$ cat config.mk
export PLATFORM = sky130hd
export DESIGN_NAME = sync_mem_2p_clr
export DESIGN_NICKNAME = d
export VERILOG_FILES = /design/src/rtl/sync_mem_2p_clr.sv
export SDC_FILE = /design/constraint.sdc
export NUM_CORES = 1
export LEC_CHECK = 0
export ABC_CLOCK_PERIOD_IN_PS = 6100
export BUFFER_PORTS_ARGS = -buffer_cell sky130_fd_sc_hd__buf_2
export CAP_MARGIN = 10
export CELL_PAD_IN_SITES_DETAIL_PLACEMENT = 1
export CELL_PAD_IN_SITES_GLOBAL_PLACEMENT = 1
export CORE_AREA = 2 2 104 106
export DETAILED_ROUTE_END_ITERATION = 10
export DIE_AREA = 0 0 106 108
export PLACE_DENSITY_LB_ADDON = 0.15
export SLEW_MARGIN = 5
export SYNTH_ARGS = -nofsm -noshare
export SYNTH_HDL_FRONTEND = slang
export SYNTH_SLANG_ARGS = --single-unit
$ cat constraint.sdc
create_clock -name clk -period 6.1 [get_ports clk]
set_clock_uncertainty 0.2 [all_clocks]
set_input_delay 0.61 -clock clk [delete_from_list [all_inputs] [get_ports clk]]
set_output_delay 0.61 -clock clk [all_outputs]
set_load 0.05 [all_outputs]
$ cat src/rtl/sync_mem_2p_clr.sv
// Simple-dual-port synchronous memory with a registered read port and a clear engine.
// Optional per-entry even parity is enabled by defining MEM_PARITY_EN.
module sync_mem_2p_clr #(
  parameter int               WIDTH    = 8,
  parameter int               DEPTH    = 4,
  parameter int               RDW_MODE = 0,
  parameter logic [WIDTH-1:0] INIT_VAL = {WIDTH{1'b0}}
) (
  input  logic             clk,
  input  logic             rst,
  input  logic             we,
  input  logic [DEPTH-1:0] wrAddr,
  input  logic [WIDTH-1:0] wrData,
  input  logic             re,
  input  logic [DEPTH-1:0] rdAddr,
  output logic [WIDTH-1:0] rdData,
  output logic             rdValid,
  input  logic             clr,
  output logic             busy,
  output logic             parErr,
  output logic [0:0]       dbgState
);

  localparam int NDEPTH = 1 << DEPTH;
`ifdef MEM_PARITY_EN
  localparam int MW = WIDTH + 1;
`else
  localparam int MW = WIDTH;
`endif

  localparam logic [0:0] SWEEP = 1'b0;
  localparam logic [0:0] IDLE  = 1'b1;

  logic [0:0]       state;
  logic [DEPTH-1:0] cnt;
  logic [MW-1:0]    mem [NDEPTH];

  logic             idle;
  logic             wrEn;
  logic             rdHit;
  logic [DEPTH-1:0] memAddr;
  logic [WIDTH-1:0] memData;
  logic [MW-1:0]    wrWord;
  logic [MW-1:0]    rdWord;

  // Handshake: a read is accepted on any edge where re=1 while idle and clr=0;
  // rdValid then pulses for exactly one cycle with the new rdData. No backpressure.
  assign idle  = (state == IDLE);
  assign busy  = ~idle;
  assign wrEn  = ~idle | (we & ~clr);
  assign rdHit = idle & re & ~clr;
  assign dbgState = state;

  always_comb begin
    memAddr = idle ? wrAddr : cnt;
    memData = idle ? wrData : INIT_VAL;
  end

`ifdef MEM_PARITY_EN
  assign wrWord = {^memData, memData};
`else
  assign wrWord = memData;
`endif

  always_comb begin
    rdWord = mem[rdAddr];
    if (RDW_MODE == 1 && we && wrAddr == rdAddr) rdWord = wrWord;
  end

  // The array has no reset; writes are suppressed while reset is held.
  always_ff @(posedge clk) begin
    if (rst && wrEn) mem[memAddr] <= wrWord;
  end

  always_ff @(posedge clk or negedge rst) begin
    if (!rst) begin
      state <= SWEEP;
      cnt   <= '0;
    end else if (!idle) begin
      cnt <= cnt + 1'b1;
      if (cnt == DEPTH'(NDEPTH - 1)) state <= IDLE;
    end else if (clr) begin
      state <= SWEEP;
      cnt   <= '0;
    end
  end

  always_ff @(posedge clk or negedge rst) begin
    if (!rst) begin
      rdData  <= '0;
      rdValid <= 1'b0;
    end else begin
      rdValid <= rdHit;
      if (rdHit) rdData <= rdWord[WIDTH-1:0];
    end
  end

`ifdef MEM_PARITY_EN
  always_ff @(posedge clk or negedge rst) begin
    if (!rst) parErr <= 1'b0;
    else if (rdHit) parErr <= (rdWord[WIDTH] != ^rdWord[WIDTH-1:0]);
  end
`else
  assign parErr = 1'b0;
`endif

endmodule

**Yosys cells after proc, flatten, opt, wreduce, memory -nomap -nowiden**

Memory sizes are Yosys's and may differ from the RTL's. A register that Yosys moved wholly into a read port is not among the register bits.
Cells that the tools add are included.

- Register bits after elaboration: 6
- Bits in latches: 0
- Memory bits (writable): 128
- ROM bits: 0
- Input port bits: 21
- Output and inout bits: 12
- Logic and storage cells: 24
- Memories: 1

- Add/subtract/negate cells: 1
- Multipliers: 0
- Div/mod/pow operators: 0
- $lt $le $gt $ge: 0
- Equality and inequality tests: 2
- Shift operators: 0
- Multiplexer cells: 9
- Bitwise operators: 6
- Reduce and logical (&&, ||, !) cells: 2

Memories:

| name | words | bits a word | rd ports | clocked after Yosys merged registers in | write ports | line | RTL |
|---|---|---|---|---|---|---|---|
| mem | 16 | 8 | 1 | 1 | 1 | 36 | `logic [MW-1:0] mem [NDEPTH];` |

Operators with widths:

| operator | number |
|---|---|
| 4-bit two-way mux | 3 |
| 8-bit two-way mux | 1 |
| 1-bit two-way mux | 5 |
| 4-bit by 1-bit adder with 4-bit output, second input constant | 1 |
| 4-bit equality test, second input constant | 1 |
| 1-bit bitwise AND | 3 |
| 2-bit inequality test, second input constant | 1 |
| 1-bit inverter | 2 |
| 1-bit logical AND | 1 |
| 1-bit zero test | 1 |
| 1-bit OR | 1 |

**Longest topological paths before layout**

Gate-level depths: netlist of the first run.

- Depth after elaboration: 6
- Gate-level depth with buffers: 7
- Depth with buffers taken out: 5

**Worst setup path before layout of the first run**

Ideal clock, no wire load.

- Path kind: register -> register
- Start point: reg state, in the netlist dbgState
- End point: mem mem[1][0] (netlist bit) (enable)
- Setup time: 370 ps
- Arrival time: 2034 ps
- Required time: 5530 ps
- Path slack: 3496 ps
- Cell stages (with the launch flop): 5
- Path buffers: 1
- Period minus slack after synthesis: 2604 ps
- Path through: dfrtp_1 > clkbuf_1 > inv_1 > o32a_1 > nor2_1

- Word-level cells in the longest chain between the ends: 5
- Elaborated cells on any way between the ends: 6
- Those cells by class: mux: 3; bitwise: 2; reduce/logical: 1

Ends and longest elaborated chain:

| element | line | RTL |
|---|---|---|
| start, declared | 34 | `logic [0:0] state;` |
| start signal, assigned | 77 | `state <= SWEEP;` |
| start signal, assigned | 81 | `if (cnt == DEPTH'(NDEPTH - 1)) state <= IDLE;` |
| start signal, assigned | 83 | `state <= SWEEP;` |
| 1-bit inverter | - |  |
| via busy | 19 | `output logic busy,` |
| 1-bit OR | 50 | `assign wrEn = ~idle \| (we & ~clr);` |
| 1-bit logical AND | 72 | `if (rst && wrEn) mem[memAddr] <= wrWord;` |
| 1-bit two-way mux | 72 |  |
| 1-bit two-way mux (not written as such) | 72 |  |
| end, declared | 36 |  |

The timed path passes the listed nets, and every way through them passes these cells.

**Final worst setup path of the first run**

- Start point: reg state, in the netlist dbgState
- End point: mem mem[9][6] (netlist bit) (enable)

- Word-level cells in the longest chain between the ends: 5
- Elaborated cells on any way between the ends: 6
- Those cells by class: mux: 3; bitwise: 2; reduce/logical: 1

Ends and longest elaborated chain:

| element | line |
|---|---|
| 1-bit inverter | 50 |
| 1-bit OR | 50 |
| 1-bit logical AND | 72 |
| 1-bit two-way mux | 72 |
| 1-bit two-way mux (not written as such) | 72 |

Several ways; a longest one is shown, not always the timed one.

==> summary.md, run 1 <==
| Metric | Value |
|---|---|
| Syn-to-layout area delta | 14.8% |
| RSZ-0062 raised after global routing | no |
| Net Sw Frac | 0.286 |
| Starting Density | 0.558 |
| H-tree levels | 4 |
| Post-synthesis mux area share | 0.156 |
| Skew-Pair Late Insertion Delay | 0.51 ns |
| Area of the mapped netlist | 5710 sq um |
| Max-slew headroom | 0.257 |
| Root Driver | clkbuf_8 |
| Layout cells sized above 1 | 0.269 |
| Vias per cell | 6.03 |
| CTS tree | built |
| Final setup TNS | 0 ns |
| Die width | 106 um |
| Die area | 11400 sq um |
| DR WL/cell | 25.1 um |
| Chip Height | 108 um |
| Seq pwr share | 0.458 |
| Setup CP Type | reg -> reg |
| Post-DP HPWL | 7.48 mm |
| CP Launch Type | flip-flop |
| Net count after synthesis | 320 |
| Outcome | completed |
| Core area | 10200 sq um |
| Clock Power Share | 0.366 |
| Site Rows | 37 |
| Sequential fraction of the synthesis area | 0.734 |
| Power per cell area | 441 nW/um^2 |
| Largest net degree at the start of global routing | 34 |
| Yosys top cell area share | 0.673 |
| Synth Area in XOR/XNOR | 0.00307 |
| DRC Markers | 0 |
| CP required | 6.04 ns |
| Ports | 33 |
| Hold/Removal Path Class | in -> reg |
| Arr. time, crit path | 2.96 ns |
| Vias in the first global route | 3187 |
| Ranking of synthesized cells by area | edfxtp_1 (67%), mux4_2 (8.7%), dfrtp_1 (6.1%) |
| Synth Area in Adders | 0.00219 |
| Nets | 355 |
| Initial antenna violation count | 0 |
| Max Buffers Root-to-Sink | 2 |
| Total number of vias | 2908 |
| Main synth FF type | edfxtp_1 |
| Crit. End Element | flip-flop |
| Detailed Route Iter0 Violations | 146 |
| FF/Latch Area | 4190 sq um |
| Final WL | 12.1 mm |
| Cell variety after synth | 43 |
| Post-DRT Antenna Nets | 0 |
| Critical path peak fanout | 27 |
| Hold slack | 0.184 ns |
| Post-synth EDFFs | 128 |
| Total GRT Usage | 0.238 |
| Biggest area consumer among synthesized cells | edfxtp_1 |
| Mean post-synth cell area | 19.2 sq um |
| Cts bufs inserted | 17 |
| Crit-path slowest cell | dfrtp_1 |
| Tcrit/Tclk final | 0.495 |
| Filler cells | 877 |
| Clk sinks | 142 |
| Minimum clock period after layout | 3.02 ns |
| Cells along the critical path | inv_1, o32a_1, nor2_1 |
| GRT overflow | 0 |
| Most common library cell in the layout ignoring fill and taps | edfxtp_1 |
| Synth Area in Compound Gates | 0.0305 |
| Synth Area in Simple Gates | 0.0530 |
| Leakage | 0.00229 uW |
| Mapped Cells | 298 |
| N_diodes | 0 |
| Most frequent cells in the layout | edfxtp_1 (128), buf_2 (31), nor2_1 (22), mux4_2 (22), clkbuf_16 (16) |
| Slowest stage delay, CP | 0.88 ns |
| P_sw | 828 uW |
| Routability cong. | 0.713 |
| Final hold vios | 0 |
| Worst vdd ir | 0.303 mV |
| Final setup vio count | 0 |
| YS warnings | 0 |
| Largest family of logic cells by synthesized area | multiplexers |
| First-pass GRT wire length | 19.0 mm |
| Logic pwr share | 0.176 |
| Number of iterations in the first detailed-routing pass | 4 |
| Final Max Tran Viols | 0 |
| Int Power | 2070 uW |
| Multi-input gate area | 1400 sq um |
| Worst-Margin Slew | 1.11 ns |
| Post-CTS sizing | 0 |
| Clock Pin Slew Worst Setup and Hold Paths | 0.06 ns |
| Async set-reset flop share out of synthesis | 0.0986 |
| IO buf count | 31 |
| Max Fclk | 0.331 GHz |
| #FFs+latches synth | 142 |
| Max cap viols | 0 |
==> cell families after synthesis <==
logic type | count (synthesis)
muxes | 49
buffers and inverters | 20
and+or+nand+nor | 61
DFF | 142
other | 1
xor gates and xnor gates | 2
adders and majority gates | 1
AOI/OAI and AO/OA | 22
==> power by group through the flow <==
| stage | clock network (uW) | logic (uW) | registers (uW) |
|---|---|---|---|
| after floorplan | 0 | 281 | 1400 |
| after global placement | 0 | 496 | 1330 |
| after detailed placement | 0 | 514 | 1340 |
| after CTS | 1080 | 517 | 1330 |
| after global routing | 1110 | 553 | 1340 |
| final | 1060 | 509 | 1320 |
==> state kept, by name, summed over array words and instances (netlist names) <==
| register | flops |
|---|---|
| mem | 128 |
| dbgState | 1 |
| rdData | 8 |
| rdValid | 1 |
| cnt | 4 |
==> timing repair <==
item / in CTS / in global routing
hold endpoints to repair: 14 / 0
setup buffers: 0 / 0
hold buffers: 1 / 0
endpoints found under the setup margin: 0 / 0
==> cells in the mapped netlist, types with 3 or more instances <==
master and n:
buf_2 5, inv_1 3, nand3_1 4, mux4_2 22, clkbuf_1 7, mux2_2 8, mux2i_1 12, dfrtp_1 14
and2_1 9, a221o_1 6, edfxtp_1 128, nor2_1 22, mux4_1 7, nor3_1 7, nand2b_1 3, nand2_1 8
==> stage by stage <==
step / utilization / power (uW) / area (sq um) / setup WS (ns) / std cells
after floorplan: - / 1680 / 5710 / 3.50 / 298
after global placement: 0.580 / 1830 / 5940 / 3.05 / 449
after detailed placement: 0.580 / 1860 / 5940 / 2.97 / 449
after CTS: 0.641 / 2920 / 6560 / 3.06 / 482
after global routing: 0.641 / 3000 / 6560 / 2.83 / 482
final: 0.641 / 2890 / 6560 / 3.08 / 482
==> critical path: cells and delay by family, from the launching register on <==
kind	cells	cell delay, ns
DFF	1	0.88
and+or+nand+nor	1	0.76
AOI/OAI and AO/OA	1	0.50
buffers and inverters	1	0.29
==> cell type report <==
class	count	area share
clock buffer	19	0.0643
clock inverter	13	0.0286
inverter	3	0.00172
multi-input combinational	136	0.214
sequential	142	0.640
tap	136	0.0259
timing repair buffer	33	0.0263
==> worst paths after layout <==
path	from	end	slack [ns]	cells after the start
max	dbgState	mem[9][6]	3.08	3
min	clr	cnt[1]	0.18	2
max reg2reg	dbgState	mem[9][6]	3.08	3
min reg2reg	rdData[0]	rdData[0]	0.29	2
max in group asynchronous	rst	cnt[1]	5.02	2
min in group asynchronous	rst	rdData[1]	0.37	2
==> layer usage <==
metal / wire (um) / vias to the layer above / track usage / share of wire
met2: 6240 / 109 / 0.392 / 0.52
met4: 235 / 0 / 0.111 / 0.019
li1: - / 1277 / - / -
met3: 809 / 20 / 0.0530 / 0.067
met5: 0 / - / 0 / 0
met1: 4830 / 1502 / 0.305 / 0.40
Note: power is estimated with default switching activity, not from simulation.
==> inputs of run 2 (changes only) <==
--- a/config.mk
+++ b/config.mk
@@ -5,14 +5,14 @@
 export SDC_FILE = /design/constraint.sdc
 export NUM_CORES = 1
 export LEC_CHECK = 0
-export ABC_CLOCK_PERIOD_IN_PS = 6100
+export ABC_CLOCK_PERIOD_IN_PS = 2950
 export BUFFER_PORTS_ARGS = -buffer_cell sky130_fd_sc_hd__buf_2
 export CAP_MARGIN = 10
 export CELL_PAD_IN_SITES_DETAIL_PLACEMENT = 1
 export CELL_PAD_IN_SITES_GLOBAL_PLACEMENT = 1
-export CORE_AREA = 2 2 104 106
+export CORE_AREA = 2 2 108 110
 export DETAILED_ROUTE_END_ITERATION = 10
-export DIE_AREA = 0 0 106 108
+export DIE_AREA = 0 0 110 112
 export PLACE_DENSITY_LB_ADDON = 0.15
 export SLEW_MARGIN = 5
 export SYNTH_ARGS = -nofsm -noshare
==> constraint.sdc (replaced) <==
create_clock -name clk -period 2.95 [get_ports clk]
set_clock_uncertainty 0.2 [all_clocks]
set_input_delay 0.295 -clock clk [delete_from_list [all_inputs] [get_ports clk]]
set_output_delay 0.295 -clock clk [all_outputs]
set_load 0.05 [all_outputs]
==> run 2 against run 1 <==
Against the previous run:
- register-to-register slack got worse by 2.5 ns
- total power rose by 110%
- sequential power rose by 110%
- highest routed layer unchanged
- count of clock-buffer cells in the layout did not move
- final cell count rose by 6.4%
- die area rose by 7.6%
- via count rose by 3.4%
- worst hold slack got worse by 0.037 ns
- flip-flop and latch count did not move
- largest power group unchanged
==> summary.md, run 2 (synthesized netlist as in run 1, its figures left out) <==
| Metric | Value |
|---|---|
| Outcome | completed |
| Total GRT Usage | 0.228 |
| Critical path peak fanout | 19 |
| Initial antenna violation count | 0 |
| Most flops, register | mem |
| Cts bufs inserted | 17 |
| Most common library cell in the layout ignoring fill and taps | edfxtp_1 |
| Arr. time, crit path | 2.32 ns |
| Top Registers | mem (128), rdData (8), cnt (4) |
| FF/Latch Area | 4190 sq um |
| Fin util | 0.609 |
| Max-slew headroom | 0.586 |
| Clk sinks | 142 |
| Max cap viols | 0 |
| Root Driver | clkbuf_16 |
| DRC Markers | 0 |
| Int Power | 4470 uW |
| Routability cong. | 0.767 |
| Minimum clock period after layout | 2.40 ns |
| Net Sw Frac | 0.278 |
| Total number of vias | 3006 |
| Hold/Removal Path Class | in -> async |
| CP required | 2.87 ns |
| Detailed Route Iter0 Violations | 206 |
| Core area | 11200 sq um |
| Final setup vio count | 0 |
| Largest net degree at the start of global routing | 21 |
| Nets | 379 |
| Total power | 6200 uW |
| Die width | 110 um |
| Die area | 12300 sq um |
| Setup CP Type | reg -> reg |
| Site Rows | 39 |
| Crit. End Element | flip-flop |
| Layout cells sized above 1 | 0.316 |
| Chip Height | 112 um |
| Vias per cell | 5.86 |
| Final Max Tran Viols | 0 |
| Setup WS post-layout | 0.546 ns |
| Vias in the first global route | 3252 |
| Post-DP HPWL | 8.09 mm |
| CP Launch Type | flip-flop |
| Placed cell areas | 6130 sq um |
| Worst vdd ir | 0.494 mV |
| Filler cells | 995 |
| GRT overflow | 0 |
| Pre-CTS setup slack | 0.482 ns |
| Max Fclk | 0.416 GHz |
| IO buf count | 31 |
| H-tree levels | 4 |
| Clock Pin Slew Worst Setup and Hold Paths | 0.06 ns |
| Number of iterations in the first detailed-routing pass | 4 |
| First-pass GRT wire length | 19.5 mm |
| Tcrit/Tclk final | 0.815 |
| Worst-Margin Slew | 0.621 ns |
| Max Buffers Root-to-Sink | 2 |
| Final Cell Area | 6810 sq um |
| Starting Density | 0.511 |
| Most frequent cells in the layout | edfxtp_1 (128), buf_2 (31), buf_4 (23), nor2_1 (22), mux4_2 (22) |
| Final hold vios | 0 |
| Max reg flops | 128 |
| Leakage | 0.00243 uW |
| RSZ-0062 raised after global routing | no |
| Final WL | 12.7 mm |
| Final setup TNS | 0 ns |
| CTS tree | built |
| Power per cell area | 911 nW/um^2 |
| Post-DRT Antenna Nets | 0 |
| Skew-Pair Late Insertion Delay | 0.41 ns |
| Ports | 33 |
| Clock Power Share | 0.377 |
| N_diodes | 0 |
| DR WL/cell | 24.7 um |
| Logic pwr share | 0.184 |
| P_sw | 1730 uW |
| Multi-input gate area | 1400 sq um |
| Seq pwr share | 0.439 |
| Syn-to-layout area delta | 19.2% |
==> run 2: cell count changes in the layout (fill, tap and decap cells not counted) <==
cell	delta
clkbuf_1	-1
clkinv_4	-1
clkinvlp_4	+1
buf_4	+22
clkbuf_16	+1
bufinv_16	+1
clkinv_2	-1
dlygate4sd3_1	+1
buf_12	+1
==> run 2: metrics by stage <==
stage | hold slack (ns) | instances
CTS | 0.145 | 513
finish | 0.147 | 513
detailed placement | 0.0459 | 479
global route | 0.174 | 513
global placement | 0.0339 | 479
floorplan | -0.201 | 298
==> run 2: power by group through the flow <==
stage                     registers [uW]  clock network [uW]  logic (uW)
after floorplan                     2900                   0         581
after global placement              2740                   0        1110
after detailed placement            2760                   0        1150
after CTS                           2720                2380        1160
after global routing                2750                2460        1230
final                               2720                2340        1140
==> run 2: critical path, cell delays in order (launching register included) <==
cell and delay (ns):
dfrtp_1 0.67, nor4bb_1 0.27, o21ai_0 0.12, nand2b_1 0.22, nor2_1 0.36, buf_4 0.26
==> run 2: path summary, 6_finish.rpt <==
path	start	to	slack, ns	cells after the start
setup reg to reg	dbgState	mem[4][1]	0.55	5
hold reg to reg	rdData[0]	rdData[0]	0.31	2
max in group asynchronous	rst	rdData[3]	2.09	2
hold / removal	rst	rdData[6]	0.15	2
setup / recovery	dbgState	mem[4][1]	0.55	5
min in group clk	rdAddr[3]	rdData[1]	0.17	3
==> run 2: timing repair <==
action | CTS | global route
resized for setup | 0 | 0
hold buffers | 2 | 0
setup buffers | 0 | 0
endpoints found under the hold margin | 19 | 0
==> run 2: final cells by class <==
cell class | instances | share of cell area
repair buffers | 57 | 0.0540
inverters | 3 | 0.00165
well taps | 143 | 0.0263
flip-flops and latches | 142 | 0.616
multi-input cells | 136 | 0.206
clock inverters | 13 | 0.0311
clock buffers | 19 | 0.0651
==> run 2: layer usage <==
layer / global-route usage / share of wire
met1: 0.312 / 0.42
met5: 0 / 0
met4: 0.0692 / 0.0077
met3: 0.0732 / 0.052
met2: 0.353 / 0.52
